### src/rtl/pipe_mult_unit_if.sv
// Operand/result bundle between the ALU (master) and the pipelined multiplier (slave).
interface pipe_mult_unit_if #(
  parameter int XLEN = 32
);
  logic                start;
  logic [1:0]          sign_mode;
  logic [XLEN-1:0]     mcand;
  logic [XLEN-1:0]     mplier;
  logic [2*XLEN-1:0]   product;
  logic                done;

  modport master (
    output start, sign_mode, mcand, mplier,
    input  product, done
  );

  modport slave (
    input  start, sign_mode, mcand, mplier,
    output product, done
  );
endinterface

### src/rtl/pipe_mult_unit.sv
// Pipelined XLEN x XLEN -> 2*XLEN multiplier, one BITS-wide multiplier digit per stage.
// Accepts an operation every cycle and returns it exactly NUM_STAGES cycles later.
module pipe_mult_unit #(
  parameter int XLEN       = 32,
  parameter int NUM_STAGES = 4
) (
  input logic             clock,
  input logic             reset,
  pipe_mult_unit_if.slave bus
);

  localparam int W    = 2 * XLEN;
  localparam int BITS = W / NUM_STAGES;
  localparam int NREG = NUM_STAGES - 1;

  logic          mc_signed;
  logic          mp_signed;
  logic [W-1:0]  ext_mc;
  logic [W-1:0]  ext_mp;

  logic          valid_q [NREG];
  logic [W-1:0]  acc_q   [NREG];
  logic [W-1:0]  mc_q    [NREG];
  logic [W-1:0]  mp_q    [NREG];

  logic          in_valid [NUM_STAGES];
  logic [W-1:0]  in_acc   [NUM_STAGES];
  logic [W-1:0]  in_mc    [NUM_STAGES];
  logic [W-1:0]  in_mp    [NUM_STAGES];

  function automatic logic [W-1:0] low_digit(input logic [W-1:0] v);
    return {{(W-BITS){1'b0}}, v[BITS-1:0]};
  endfunction

  // Mode 2'b10 signs only the multiplicand; 2'b11 behaves as unsigned.
  assign mc_signed = (bus.sign_mode == 2'b01) || (bus.sign_mode == 2'b10);
  assign mp_signed = (bus.sign_mode == 2'b01);
  assign ext_mc    = {{XLEN{mc_signed & bus.mcand[XLEN-1]}},  bus.mcand};
  assign ext_mp    = {{XLEN{mp_signed & bus.mplier[XLEN-1]}}, bus.mplier};

  always_comb begin
    in_valid[0] = bus.start;
    in_acc[0]   = '0;
    in_mc[0]    = ext_mc;
    in_mp[0]    = ext_mp;
    for (int k = 1; k < NUM_STAGES; k++) begin
      in_valid[k] = valid_q[k-1];
      in_acc[k]   = acc_q[k-1];
      in_mc[k]    = mc_q[k-1];
      in_mp[k]    = mp_q[k-1];
    end
  end

  // By the last stage only the final BITS-wide digit of mp is left, so the full
  // multiply there equals the single-digit partial product.
  always_ff @(posedge clock) begin
    if (reset) begin
      for (int k = 0; k < NREG; k++) begin
        valid_q[k] <= 1'b0;
        acc_q[k]   <= '0;
        mc_q[k]    <= '0;
        mp_q[k]    <= '0;
      end
      bus.product <= '0;
      bus.done    <= 1'b0;
    end else begin
      for (int k = 0; k < NREG; k++) begin
        valid_q[k] <= in_valid[k];
        acc_q[k]   <= in_acc[k] + in_mc[k] * low_digit(in_mp[k]);
        mc_q[k]    <= in_mc[k] << BITS;
        mp_q[k]    <= in_mp[k] >> BITS;
      end
      bus.done <= in_valid[NREG];
      if (in_valid[NREG]) begin
        bus.product <= in_acc[NREG] + in_mc[NREG] * in_mp[NREG];
      end
    end
  end

endmodule
### src/flat_wrapper.sv
// flat-port wrapper written by rule: the top's interface ports become plain ports
module pipe_mult_unit_flat 
#(
  parameter int XLEN       = 32,
  parameter int NUM_STAGES = 4
)
  (clock, reset, bus_start, bus_sign_mode, bus_mcand, bus_mplier, bus_product, bus_done);
  pipe_mult_unit_if #(.XLEN(XLEN)) bus_i ();
  input logic clock;
  input logic reset;
  input wire logic [$bits(bus_i.start)-1:0] bus_start;
  input wire logic [$bits(bus_i.sign_mode)-1:0] bus_sign_mode;
  input wire logic [$bits(bus_i.mcand)-1:0] bus_mcand;
  input wire logic [$bits(bus_i.mplier)-1:0] bus_mplier;
  output wire logic [$bits(bus_i.product)-1:0] bus_product;
  output wire logic [$bits(bus_i.done)-1:0] bus_done;
  assign bus_i.start = bus_start;
  assign bus_i.sign_mode = bus_sign_mode;
  assign bus_i.mcand = bus_mcand;
  assign bus_i.mplier = bus_mplier;
  assign bus_product = bus_i.product;
  assign bus_done = bus_i.done;
  pipe_mult_unit #(.XLEN(XLEN), .NUM_STAGES(NUM_STAGES)) u_core (.clock(clock), .reset(reset), .bus(bus_i));
endmodule
### config.mk
export PLATFORM = sky130hd
export DESIGN_NAME = pipe_mult_unit_flat
export DESIGN_NICKNAME = d
export VERILOG_FILES = /design/src/rtl/pipe_mult_unit_if.sv /design/src/rtl/pipe_mult_unit.sv /design/src/flat_wrapper.sv
export SDC_FILE = /design/constraint.sdc
export NUM_CORES = 2
export LEC_CHECK = 0
export CAP_MARGIN = 30
export CORE_MARGIN = 1
export CORE_UTILIZATION = 60
export CTS_CLUSTER_DIAMETER = 40
export CTS_CLUSTER_SIZE = 25
export DETAILED_ROUTE_END_ITERATION = 7
export DONT_BUFFER_PORTS = 1
export PLACE_DENSITY = 0.79
export SYNTH_ARGS = -nofsm -noshare
export SYNTH_HDL_FRONTEND = slang
export SYNTH_SLANG_ARGS = --single-unit
### constraint.sdc
create_clock -name clock -period 7 [get_ports clock]
set_input_delay 0 -clock clock [delete_from_list [all_inputs] [get_ports clock]]
set_output_delay 0 -clock clock [all_outputs]
set_load 0.005 [all_outputs]
# Word level (Yosys, flattened, before mapping)
# Memories as Yosys holds them, arrays and structs flattened.
# Cells that the tools add are included.
word_totals:
  reg_bits: 65
  ramBits: 483
  in_bits: 69
  memories: 4
mem_list:
  columns: ["memory", "depth", "width", "read_ports", "rd_clocked_by_memory_dff", "wr", "line_no", "rtl"]
  rows:
  - ["u_core.acc_q", 3, 64, 3, 0, 3, "pipe_mult_unit.sv:22", "logic [W-1:0] acc_q [NREG];"]
  - ["u_core.mc_q", 3, 48, 3, 0, 3, "pipe_mult_unit.sv:23", "logic [W-1:0] mc_q [NREG];"]
  - ["u_core.mp_q", 3, 48, 3, 0, 3, "pipe_mult_unit.sv:24", "logic [W-1:0] mp_q [NREG];"]
  - ["u_core.valid_q", 3, 1, 3, 0, 3, "pipe_mult_unit.sv:21", "logic valid_q [NREG];"]
op_classes:
  n_addsub: 3
  mul: 4
  eq_ne: 2
  muxes: 15
  bitwise_logic: 14
  n_reduce_logical: 1
op_table:
  columns: ["cell", "n"]
  rows:
  - ["48-bit 2-to-1 mux", 6]
  - ["64-bit adder", 3]
  - ["64-bit 2-to-1 mux", 3]
  - ["64-bit by 16-bit multiplier with 64-bit output", 2]
  - ["64-bit by 64-bit multiplier with 64-bit output", 1]
  - ["33-bit by 17-bit multiplier with 50-bit output", 1]
  - ["1-bit bitwise OR", 12]
  - ["1-bit 2-to-1 mux", 6]
  - ["1-bit AND", 2]
  - ["2-bit by 1-bit equality test with 1-bit output (second input constant)", 1]
  - ["2-bit equality test (second input constant)", 1]
  - ["1-bit logical OR", 1]

# Longest topological paths before layout
depth:
  word_depth: 5
  ltp_mapped: 30
  mapped_depth_nobuf: 28

# Worst setup path after synthesis
# Ideal clock, no wire load.
synth_path:
  path_type: "flip-flop to flip-flop"
  from: "memory u_core.mp_q[0][110] (netlist bit)"
  to: "register u_core.bus.product[62]"
  setup_time_ns: 0.122
  t_arrival_ns: 6.531
  slack_ns: 0.347
  path_stages_with_launch: 26
  path_buffers: 2
  period_less_slack_ns: 6.653
  cell_sequence: "dfxtp_1 -> clkbuf_1 -> clkbuf_1 -> nand2_1 -> inv_1 -> fa_1 -> inv_1 -> fa_1 -> fa_1 -> inv_1 -> ha_1 -> ha_1 -> inv_1 -> fa_1 -> inv_1 -> ha_1 -> ha_1 -> fa_1 -> ha_1 -> or2_2 -> a31oi_1 -> nor2b_1 -> o21a_1 -> o41a_1 -> nor4b_1 -> a311o_1"
synth_rtl:
  columns: ["element", "line_no", "rtl"]
  rows:
  - ["start, declared", "pipe_mult_unit.sv:24", null]
  - ["end signal, assigned", "pipe_mult_unit.sv:75", "bus.product <= in_acc[NREG] + in_mc[NREG] * in_mp[NREG];"]
  - ["end, declared", "pipe_mult_unit_if.sv:19", "output product, done"]

==> impl_metrics.csv <==
group,metric,value,unit
run_status,status,"finished, final reports clean",
die,io_pins,134,
routing,drc,0,
placed_design,place_ws,0.144,ns
grt,antenna_found_initial,3,
placed_design,gp_congestion,0.953,
timing,setup_tns,0,ns
synthesis,synth_cells,6261,
placed_design,place_area,0.0594,sq mm
timing,finalHoldViolCount,0,
routing,routed_wl,135,mm
die,rows,113,
placed_design,dpl.hpwl,110,mm
final_layout,area_delta_synth_final,5.87,%
timing,clock_skew,0.0325,ns
worst_setup_path,r2r-end,"u_core.bus.product[62]",
grt,grtUsageTotal,0.287,
worst_setup_path,timing.rr.start,"u_core.mp_q[0][110]",
cts,clk_latency,0.62,ns
cts,cts_buffers,39,
synthesis,synth_area,0.0581,sq mm
die,die_area,0.0981,sq mm
grt,gr-total-overflow,0,
routing,ant_nets,0,
synthesis,syn-num-nets,8019,
pwr,power_density,436,mW/mm^2
synthesis,synth.distinct_cells,67,
timing,period_share,0.954,
synthesis,ys.flop_type,"dfxtp_1",
synthesis,avgSynthCellArea,9.28,sq um
timing,slew_viol_final,0,
final_layout,postLayoutCellArea,0.0615,sq mm
synthesis,ys_seq_area_frac,0.119,
final_layout,final_util,0.645,
hold_path,hold_path.class,"input pin to flop",
routing,vias,39700,
final_layout,seq_area,0.00695,sq mm
final_layout,mostFrequentLayoutCell,"inv_1",
final_layout,drive_above_1_share,0.0307,
pwr,p_total,26.8,mW
timing,max_freq,0.150,GHz
worst_setup_path,endpoint,"u_core.bus.product[62]",
final_layout,finalNetCount,7953,
routing,viasPerCell,5.30,
worst_setup_path,r2r_slack,0.32,ns
timing,max_slew_margin,0.281,
pwr,peakVddDrop,0.768,mV
timing,grt_setup_unrepaired,"false",
worst_setup_path,crit_path_start,"u_core.mp_q[0][110]",
cts,cts_max_path_buffers,3,
placed_design,io_buffers,0,
worst_setup_path,path_class,"flop to flop",
die,die_w,313,microns
timing,setup_viol,0,
grt,grt_pass1_wl,223,mm
synthesis,synthArstFlopShare,0,
worst_setup_path,required,7.50,ns
timing,worst_pin_slew,1.08,ns
synthesis,synth_edf_count,0,
cts,cts_tree,"built",
routing,drt_iter0_drc,2919,
worst_setup_path,arrival,7.17,ns
final_layout,layout_common_cells,"1697 x inv_1, 1340 x fa_1, 760 x nand2_1",
die,core_area,0.0954,sq mm
worst_setup_path,crit_fanout,17,
worst_setup_path,r2r_cells,23,
pwr,p_leak,31.5,nW
routing,wl_per_cell,18.0,microns
cts,cts.sinks,346,
worst_setup_path,worstSetupStartpointType,"flop",
grt,grt_start_max_net_pins,340,
flow_run,max_cap_violations,0,
timing,finalCriticalPeriod,6.68,ns
final_layout,fillers,7518,
synthesis,ys_seq_elements,346,
die,initial_core_util,0.609,
cts,cts.reportedPaths.clkPinSlew,0.09,ns
worst_setup_path,end_kind,"flop",
die,die_h,313,microns
final_layout,multi_input_area,0.0439,sq mm
synthesis,ys_warn_count,0,
routing,firstDrtPassIters,5,
cts,clockRootBuffer,"clkbuf_16",
cts,post_cts_buffers,0,
timing,finalWorstSetupSlack,0.323,ns
cts,h-tree-depth,2,
grt,first_global_vias,43500,
-- layout make-up --
class                   instances  area share
multi-input cells            3980       0.714
flip-flops and latches        346       0.113
inverters                    1697       0.104
well taps                    1265      0.0257
repair buffers                131      0.0199
clock buffers                  41      0.0162
clock inverters                31     0.00781
diodes                          1   0.0000407
-- report_power, final --
| group | leakage (nW) | internal [mW] | switching, mW |
|---|---|---|---|
| clock | 0.699 | 1.18 | 1.06 |
| sequential | 2.85 | 2.47 | 0.159 |
| combinational | 28.0 | 9.22 | 12.8 |
| total | 31.5 | 12.9 | 14.0 |
-- metrics by stage --
step	cells	hold WS [ns]
after global placement	7360	0.0966
after global routing	7491	0.00908
final	7492	0.0363
after detailed placement	7361	0.0953
after floorplan	6261	0.122
after CTS	7489	0.00721
-- worst min-delay path by stage --
| stage | slack (ns) | startpoint | cells after the start | endpoint |
|---|---|---|---|---|
| after floorplan | 0.12 | bus_mplier[0] | 1 | u_core.acc_q[0][0] |
| after global placement | 0.1 | reset | 1 | u_core.mp_q[0][13] |
| after detailed placement | 0.1 | reset | 1 | u_core.mp_q[0][13] |
| after CTS | 0.007 | reset | 3 | u_core.acc_q[0][7] |
| after global routing | 0.009 | reset | 3 | u_core.acc_q[0][7] |
| final | 0.04 | reset | 3 | u_core.acc_q[0][7] |
-- per-layer routing --
layer,wire length [microns],up-vias,global-route usage
li1,-,17900,-
met1,53700,20000,0.376
met2,66500,1580,0.488
met3,11200,215,0.0523
met4,3280,4,0.0789
met5,25,-,0
-- state kept, by name, indices dropped and copies added, names as in the netlist --
name and flops:
u_core.bus.done 1, u_core.acc_q 178, u_core.bus.product 64, u_core.valid_q 3, u_core.mp_q 19, u_core.mc_q 81
-- logic make-up (layout without fill, tap and decap cells) --
family,Yosys count,after routing,share of synthesized area
AO/OA/AOI/OAI,368,368,0.0426
XOR/XNOR,181,181,0.0273
adder cells (fa/ha/maj),1689,1689,0.537
buffers and inverters,1935,1900,0.125
flip-flops,346,346,0.119
multiplexers,61,61,0.0105
other,0,1,0
AND/OR/NAND/NOR,1681,1681,0.138
-- cells in the mapped netlist (all sizes together) (3+ instances only) --
library cell / n / area, sq um
o211ai: 6 / 50.1
xnor2: 117 / 1020
a211o: 7 / 61.3
a31oi: 13 / 81.3
and3: 8 / 50.1
a311oi: 3 / 26.3
o311a: 3 / 30.0
a221oi: 4 / 35.0
inv: 1697 / 6370
o21a: 20 / 150
o21ai: 63 / 315
or2: 8 / 50.1
nand3: 14 / 70.1
o2111ai: 3 / 26.3
o31ai: 3 / 22.5
o221a: 4 / 45.0
nor4: 4 / 25.0
a211oi: 17 / 138
a2111oi: 5 / 68.8
nand2b: 20 / 125
a21o: 66 / 497
or3: 6 / 37.5
nor3: 29 / 145
and2: 410 / 2560
buf: 6 / 23.8
nand2: 760 / 2850
dfxtp: 346 / 6930
ha: 349 / 4370
a21oi: 109 / 549
o21ba: 4 / 40.0
nand4: 20 / 125
clkbuf: 232 / 871
nor2b: 181 / 1130
mux2i: 60 / 601
nor2: 213 / 802
xor2: 64 / 561
fa: 1340 / 26800
o21bai: 18 / 135
-- critical path, cell delays in order (launching register included) --
cell     delay [ns]
dfxtp_2        0.50
nand2_1        0.17
inv_1          0.16
fa_1           0.48
inv_1          0.15
fa_1           0.47
fa_1           0.54
inv_1          0.04
ha_1           0.27
ha_1           0.27
inv_1          0.04
fa_1           0.47
inv_1          0.04
ha_1           0.27
ha_1           0.29
fa_1           0.44
ha_1           0.33
or2_2          0.30
a31oi_1        0.26
nor2b_1        0.08
o21a_1         0.19
o41a_1         0.32
nor4b_1        0.15
a311o_1        0.33
-- what timing repair did --
item,in CTS,in global routing
setup endpoints to repair,0,12
resized for setup,0,16
endpoints found under the hold margin,341,99
hold buffers,56,1
Note: power is estimated with default switching activity, not from simulation.
